<file path="config.mk">
export PLATFORM = sky130hd
export DESIGN_NAME = match_collector
export DESIGN_NICKNAME = d
export VERILOG_FILES = /design/src/rtl/match_collector.sv
export SDC_FILE = /design/constraint.sdc
export NUM_CORES = 1
export LEC_CHECK = 0
export ABC_AREA = 1
export ABC_CLOCK_PERIOD_IN_PS = 4500
export CORE_MARGIN = 4
export CORE_UTILIZATION = 50
export DETAILED_ROUTE_END_ITERATION = 8
export PLACE_DENSITY = 0.84
export SYNTH_ARGS = -nofsm -noshare
export SYNTH_HDL_FRONTEND = slang
export SYNTH_SLANG_ARGS = --single-unit
</file>
<file path="constraint.sdc">
create_clock -name i_clock -period 4.5 [get_ports i_clock]
set_input_delay 1.125 -clock i_clock [delete_from_list [all_inputs] [get_ports i_clock]]
set_output_delay 1.125 -clock i_clock [all_outputs]
set_load 0.02 [all_outputs]
</file>
<file path="src/rtl/match_collector.sv">
// ---------------------------------------------------------------------------
// match_collector
//
// Back end of the CORDIC string-matching array. A start request opens a run:
// the block waits SETTLE clock edges for the rotation pipelines to converge,
// snapshots the per-index match flags, and then streams the legal match
// positions out lowest-first on a valid/ready channel. A total match count
// is published at capture time, and a one-cycle done pulse closes the run.
//
// Parameters
//   N       text length in bits (width of i_flag)
//   M       pattern length; only indices 0..N-M can be real matches
//   SETTLE  clock edges from start acceptance to flag capture (>= 1)
//   IDX_W   index width (>= clog2(N))
//
// Ports
//   i_clock        single clock, rising edge
//   i_reset        synchronous, active-low reset
//   i_start        begin a run (accepted only while idle)
//   i_flag         match vector, i_flag[i] = pattern matches at text index i
//   o_busy         high whenever a run is in progress (including done cycle)
//   o_idx_valid    o_idx_data holds a match index
//   i_idx_ready    consumer accepts the index when valid & ready
//   o_idx_data     matched text index
//   o_match_count  number of legal matches captured in current/last run
//   o_done         one-cycle pulse marking the end of a run
// ---------------------------------------------------------------------------
module match_collector #(
    parameter int N      = 16,
    parameter int M      = 4,
    parameter int SETTLE = 32,
    parameter int IDX_W  = 4
) (
    input  logic             i_clock,
    input  logic             i_reset,
    input  logic             i_start,
    input  logic [0:N-1]     i_flag,
    output logic             o_busy,
    output logic             o_idx_valid,
    input  logic             i_idx_ready,
    output logic [IDX_W-1:0] o_idx_data,
    output logic [IDX_W:0]   o_match_count,
    output logic             o_done
);

    // Settle counter only has to reach SETTLE-1.
    localparam int CNT_W    = (SETTLE > 1) ? $clog2(SETTLE) : 1;
    localparam int CW       = IDX_W + 1;
    localparam int LAST_IDX = N - M;
    localparam logic [CNT_W-1:0] CNT_LAST = CNT_W'(SETTLE - 1);

    localparam logic [1:0] S_IDLE   = 2'd0;
    localparam logic [1:0] S_SETTLE = 2'd1;
    localparam logic [1:0] S_EMIT   = 2'd2;
    localparam logic [1:0] S_DONE   = 2'd3;

    logic [1:0]       r_state;
    logic [CNT_W-1:0] r_cnt;
    logic [N-1:0]     r_pend;       // bit i = index i still to be emitted
    logic [IDX_W:0]   r_match_count;

    logic [N-1:0]     w_legal_flag;
    logic [CW-1:0]    w_pop;
    logic [IDX_W-1:0] w_low_idx;
    logic [N-1:0]     w_low_oh;
    logic [N-1:0]     w_pend_next;
    logic             w_valid;
    logic             w_hs;

    // Indices past N-M would need text bits beyond the end of the string;
    // whatever the array reports there is not a match.
    for (genvar gi = 0; gi < N; gi++) begin : g_mask
        if (gi <= LAST_IDX) begin : g_legal
            assign w_legal_flag[gi] = i_flag[gi];
        end else begin : g_tail
            assign w_legal_flag[gi] = 1'b0;
        end
    end

    always_comb begin
        w_pop = '0;
        for (int i = 0; i < N; i++) begin
            w_pop = w_pop + CW'(w_legal_flag[i]);
        end
    end

    // Lowest set bit of the pending vector: scan downwards so the last hit
    // written is the lowest index.
    always_comb begin
        w_low_idx = '0;
        w_low_oh  = '0;
        for (int i = N - 1; i >= 0; i--) begin
            if (r_pend[i]) begin
                w_low_idx   = IDX_W'(i);
                w_low_oh    = '0;
                w_low_oh[i] = 1'b1;
            end
        end
    end

    assign w_valid     = (r_state == S_EMIT) && (r_pend != '0);
    assign w_hs        = w_valid && i_idx_ready;
    assign w_pend_next = r_pend & ~w_low_oh;

    always_ff @(posedge i_clock) begin
        if (!i_reset) begin
            r_state       <= S_IDLE;
            r_cnt         <= '0;
            r_pend        <= '0;
            r_match_count <= '0;
        end else begin
            case (r_state)
                S_IDLE: begin
                    if (i_start) begin
                        r_cnt         <= '0;
                        r_match_count <= '0;
                        r_state       <= S_SETTLE;
                    end
                end
                S_SETTLE: begin
                    if (r_cnt == CNT_LAST) begin
                        r_pend        <= w_legal_flag;
                        r_match_count <= w_pop;
                        r_cnt         <= '0;
                        r_state       <= S_EMIT;
                    end else begin
                        r_cnt <= r_cnt + 1'b1;
                    end
                end
                S_EMIT: begin
                    if (r_pend == '0) begin
                        r_state <= S_DONE;
                    end else if (w_hs) begin
                        r_pend <= w_pend_next;
                        if (w_pend_next == '0) r_state <= S_DONE;
                    end
                end
                S_DONE: begin
                    r_state <= S_IDLE;
                end
                default: r_state <= S_IDLE;
            endcase
        end
    end

    assign o_busy        = (r_state != S_IDLE);
    assign o_idx_valid   = w_valid;
    assign o_idx_data    = w_valid ? w_low_idx : '0;
    assign o_match_count = r_match_count;
    assign o_done        = (r_state == S_DONE);

endmodule

</file>
# --- Yosys cells after proc, flatten, opt, wreduce, memory -nomap -nowiden ---
# Cells that the tools add are included.
totals:
  output_inout_bits: 12
  ramBits: 0
  latchBits: 0
  regBits: 28
  word_cells: 90
  mem_bits_ro: 0
  mem_count: 0
  inputBits: 20
op_classes:
  shifts: 0
  n_reduce_logical: 13
  n_eq_ne: 10
  div_mod_pow: 0
  mul: 0
  bitwise: 2
  order_cmp: 0
  addsub: 13
  muxes: 48
ops:
  columns: ["op", "count"]
  rows:
  - ["$mux W16", 19]
  - ["$mux W4", 17]
  - ["$add A5 B1 Y5", 8]
  - ["$logic_not A16 Y1", 2]
  - ["$pmux W16 S2", 1]
  - ["$pmux W5 S2", 2]
  - ["$and A16 B16 Y16", 1]
  - ["$not A16 Y16", 1]
  - ["$reduce_bool A16 Y1", 1]
  - ["$mux W5", 3]
  - ["$mux W2", 5]
  - ["$ne A2 B2 Y1 const B", 4]
  - ["$pmux W2 S4", 1]
  - ["$reduce_and A4 Y1", 2]
  - ["$reduce_bool A2 Y1", 3]
  - ["$add A4 B1 Y5", 1]
  - ["$add A5 B1 Y5 const B", 1]
  - ["$eq A5 B5 Y1 const B", 1]
  - ["$add A3 B1 Y4", 1]
  - ["$eq A2 B2 Y1 const B", 2]
  - ["$add A2 B1 Y3", 1]
  - ["$ne A3 B1 Y1 const B", 1]
  - ["$ne A3 B2 Y1 const B", 1]
  - ["$reduce_and A3 Y1", 1]
  - ["other kinds (5)", 6]

# --- Logic depth before layout (Yosys ltp) ---
depth:
  ltp_word: 23
  ltp_mapped: 14
  mapped_depth_nobuf: 14

# --- Least setup slack after synthesis ---
# No wires, ideal clock.
synth_timing:
  kind: "input to register"
  startpoint: "input port i_flag[12] (netlist bit)"
  endpoint: "register r_match_count[2], in the netlist o_match_count[2]"
  cell_stages: 9
  t_arrival_ns: 4.099
  path_slack_ns: 0.327
  setup_time_ns: 0.074
  cell_sequence: "inv_1 > fa_1 > fa_1 > fa_1 > fa_1 > fa_1 > fa_1 > xor2_1 > o21ai_0"
synth_between:
  elab_chain_cells: 3
synth_rtl:
  columns: ["item", "line", "source"]
  rows:
  - ["start: declaration", "37", "input logic [0:N-1] i_flag,"]
  - ["$add A5 B1 Y5", "83", "w_pop = w_pop + CW'(w_legal_flag[i]);"]
  - ["$mux W5", "121", "if (r_cnt == CNT_LAST) begin"]
  - ["$pmux W5 S2", "112", "case (r_state)"]
  - ["end signal: assignment", "123", "r_match_count <= w_pop;"]
  - ["end: declaration", "60", "logic [IDX_W:0] r_match_count;"]
# No other way between the ends. The select of a mux whose other input is x is not followed.
# A chain may end at the register's enable or synchronous reset.

# --- Worst setup path after layout ---
layout_timing:
  startpoint: "input port i_flag[12] (netlist bit)"
  endpoint: "register r_match_count[1], in the netlist o_match_count[1]"
# The elaborated chain is that of the path after synthesis.

==> key figures <==
Final layout
  • Fill count: around 370
  • Non-filler instance count after layout: 371
  • # nets final: 360
  • Ant. Diodes: 0
  • Layout cell share with drive strength beyond 1: 0.125
  • Final core utilization: 0.599
  • Area delta synth->final: 16.6%
  • Sequential Area: approximately 540 um2
  • Area occupied by multi-input gates: approximately 1300 um2

Min path
  • Worst hold path class: reg2reg
  • Min-Delay Path Depth: 2
  • Hold_sp: r_cnt[4]
  • Hold Path End: r_cnt[4]

STA
  • Least-Margin Pin Slew: between 0.7 and 0.8 ns
  • Slew HR: 0.519
  • Fmax: approximately 230 MHz
  • Final cycle utilization of the critical path: 0.975
  • Final setup vio count: 0
  • Clock Skew: around 0.009 ns
  • Final Critical Period: approximately 4.4 ns
  • Fin. max-slew vios: 0
  • WHS: 0.488 ns
  • Fin. Hold Viols: 0

Synthesis
  • Mapped Area: roughly 2100 um2
  • Mean area per synthesized cell: 6.89 um2
  • EDFF count, synth: 0
  • Syn nets: around 340
  • Seq/Total Area, Yosys: 0.263
  • Asr flop ratio synth: 0
  • Synth Register Bits: 27
  • YS warnings: 0
  • Top_reg_cell synth: dfxtp_1
  • Syn Inst Count: 298
  • Distinct cells, synth: 32

Global route
  • Initial antenna violation count: 0
  • Total GRT Usage: 0.182
  • Pin count of the biggest net entering global routing: 30
  • GRT overflow: 0
  • Vias in the first global route: 1806
  • First-pass GRT wire length: 7620 um

Worst setup path
  • Maximum net fanout on the critical path: 2
  • FF-to-FF setup slack: roughly 2.2 ns
  • CP dominant cell by count: fa_1
  • Crit-path max cell delay: 0.55 ns
  • Highest-delay cell along the critical path: fa_1
  • WS Path Type: in2reg
  • CP Cell Sequence: clkdlybuf4s50_1 > inv_2 > fa_1 > fa_1 > fa_1 > fa_1 > fa_2 > fa_2 > o21ai_0
  • Crit end category: flip-flop
  • Crit path arrival time: between 4 and 5 ns
  • Crit start category: input pin
  • Reg-to-reg critical path endpoint: r_pend[10]
  • Reg2reg path depth: 7
  • Critical path data required time: 4.68 ns
  • Worst reg2reg startpoint: r_state[0]

Floorplan
  • Die X: roughly 72 um
  • Rows: 23
  • Die H: between 70 and 80 um
  • I/O Pins: 32
  • Initial Util: 0.514
  • Die ar.: slightly above 5000 um2
  • Core footprint: approximately 4000 um2

Detailed routing
  • ANT nets after route: 0
  • Per-cell routed wire length: 12.0 um
  • Detailed Routing Iterations Pass 1: 4
  • WL final: about 4400 um
  • Vias: approximately 1900
  • Initial drt markers: 107
  • Remaining DRCs: 0
  • Vias per cell: 5.09

Clock tree
  • CTS root buf: clkbuf_8
  • Clock slew at reported path FFs: about 0.1 ns
  • Inserted Clock Buffers: 3
  • Max Root-Sink Buffers: 2
  • Clock Sinks: 27
  • Clk_lat worst skew: between 0.2 and 0.3 ns
  • CTS H-tree lvls: 1
  • CTS tree: yes
  • Post-cts hold buffer count: 0

Placed design
  • Dpl cells: around 370
  • Hpwl dp: between 3000 and 4000 um
  • PortBufs: 27
  • GP Congestion: slightly above 0.9

Run status
  • Status: complete, no violations

Run
  • Max-cap violations: 0

Pwr
  • Power per Cell Area: just under 700 nW/um2
  • Max VDD drop: approximately 0.25 mV
  • Static Leakage: 1.14 nW
## routing by layer
metal | share of wire | vias up | GRT usage
met5 | 0 | - | 0
met4 | 0.018 | 0 | 0.0626
met3 | 0.031 | 7 | 0.0208
met2 | 0.49 | 31 | 0.319
met1 | 0.46 | 870 | 0.229
li1 | - | 979 | -
## cells in the final DEF, fill, tap and decap left out, types with 2 or more instances in the layout
master,n
nor2_4,3
nor2_2,3
o21ai_0,20
a21oi_1,13
inv_1,47
nand2_4,2
a211oi_1,2
dlymetal6s2s_1,5
o21ai_1,11
nand3_1,15
dfxtp_1,27
clkbuf_8,3
fa_1,6
inv_2,5
nand2_1,64
nor2_1,26
ha_1,10
fa_2,2
xor2_1,2
nand2_2,5
nand3_2,2
clkdlybuf4s50_1,22
nor3_1,7
a21oi_2,10
## critical path, delay by kind of cell
family | cells | cell delay [ns]
adders and majority gates | 6 | 2.84
AOI/OAI and AO/OA | 1 | 0.08
buffers and inverters | 2 | 0.53
## logic make-up (layout without fill, tap and decap cells)
kind of cell	after synthesis	in the layout	share of synthesized area
buf+inv	61	84	0.127
xor+xnor	2	2	0.00853
compound gates	59	59	0.171
fa+ha+maj	18	18	0.139
other cells	1	1	0.00183
simple gates	130	130	0.289
flops	27	27	0.263
## state kept, by name, summed over array words and instances, names as in the netlist
register and flops:
r_pend 16, r_cnt 5, o_match_count 4, r_state 2
## power by group
part,switching [mW],internal (mW),total [mW]
combinational,0.718,0.391,1.11
clock,0.0842,0.0631,0.147
sequential,0.0618,0.312,0.374
total,0.864,0.767,1.63
## how the worst max path moves through the flow
stage          startpoint                to  slack, ns  depth (start not counted)
2_1_floorplan  i_flag[12]  o_match_count[2]       0.33                          9
3_3_place_gp   i_flag[12]  o_match_count[2]      -0.24                         10
3_5_place_dp   i_flag[12]  o_match_count[2]      -0.33                         10
4_1_cts        i_flag[12]  o_match_count[2]       0.02                         10
5_1_grt        i_flag[12]  o_match_count[1]      -0.02                          9
6_report       i_flag[12]  o_match_count[1]       0.11                          9
## layout make-up
cell class                      instances  area share
Tap cell                               50      0.0261
Clock inverter                          1     0.00313
Inverter                               52      0.0815
Sequential cell                        27       0.226
Clock buffer                            3      0.0172
Timing Repair Buffer                   28       0.121
Multi-Input combinational cell        210       0.525
## cells in the mapped netlist (3+ instances only)
cell      number  area (um2)
nor2_2         3        18.8
nand3_1       15        75.1
nor2_4         3        33.8
nand2_2        5        31.3
nand2_1       64         240
o21ai_0       21         105
ha_1          10         125
fa_1           8         160
dfxtp_1       27         541
nor2_1        26        97.6
nor3_1         7        35.0
inv_1         51         191
o21ai_1       10        50.1
a21oi_2       10        87.6
clkbuf_1       3        11.3
a21oi_1       13        65.1
## repair_timing
item | CTS | global route
buffers inserted | 0 | 1
gates resized for setup | 1 | 11
endpoints found under the setup margin | 1 | 1
hold endpoints to repair | 0 | 0
pin swaps | 0 | 6
## through the flow
step | worst slack, ns | cell area [um2] | setup TNS, ns | power (mW)
after floorplan | 0.327 | 2050 | 0 | 1.28
after global placement | -0.241 | 2320 | -0.434 | 1.44
after detailed placement | -0.334 | 2320 | -0.571 | 1.47
after CTS | 0.0156 | 2370 | 0 | 1.62
after global routing | -0.0200 | 2390 | -0.0200 | 1.80
final | 0.112 | 2390 | 0 | 1.63
Power figures use the tool's default switching activity.
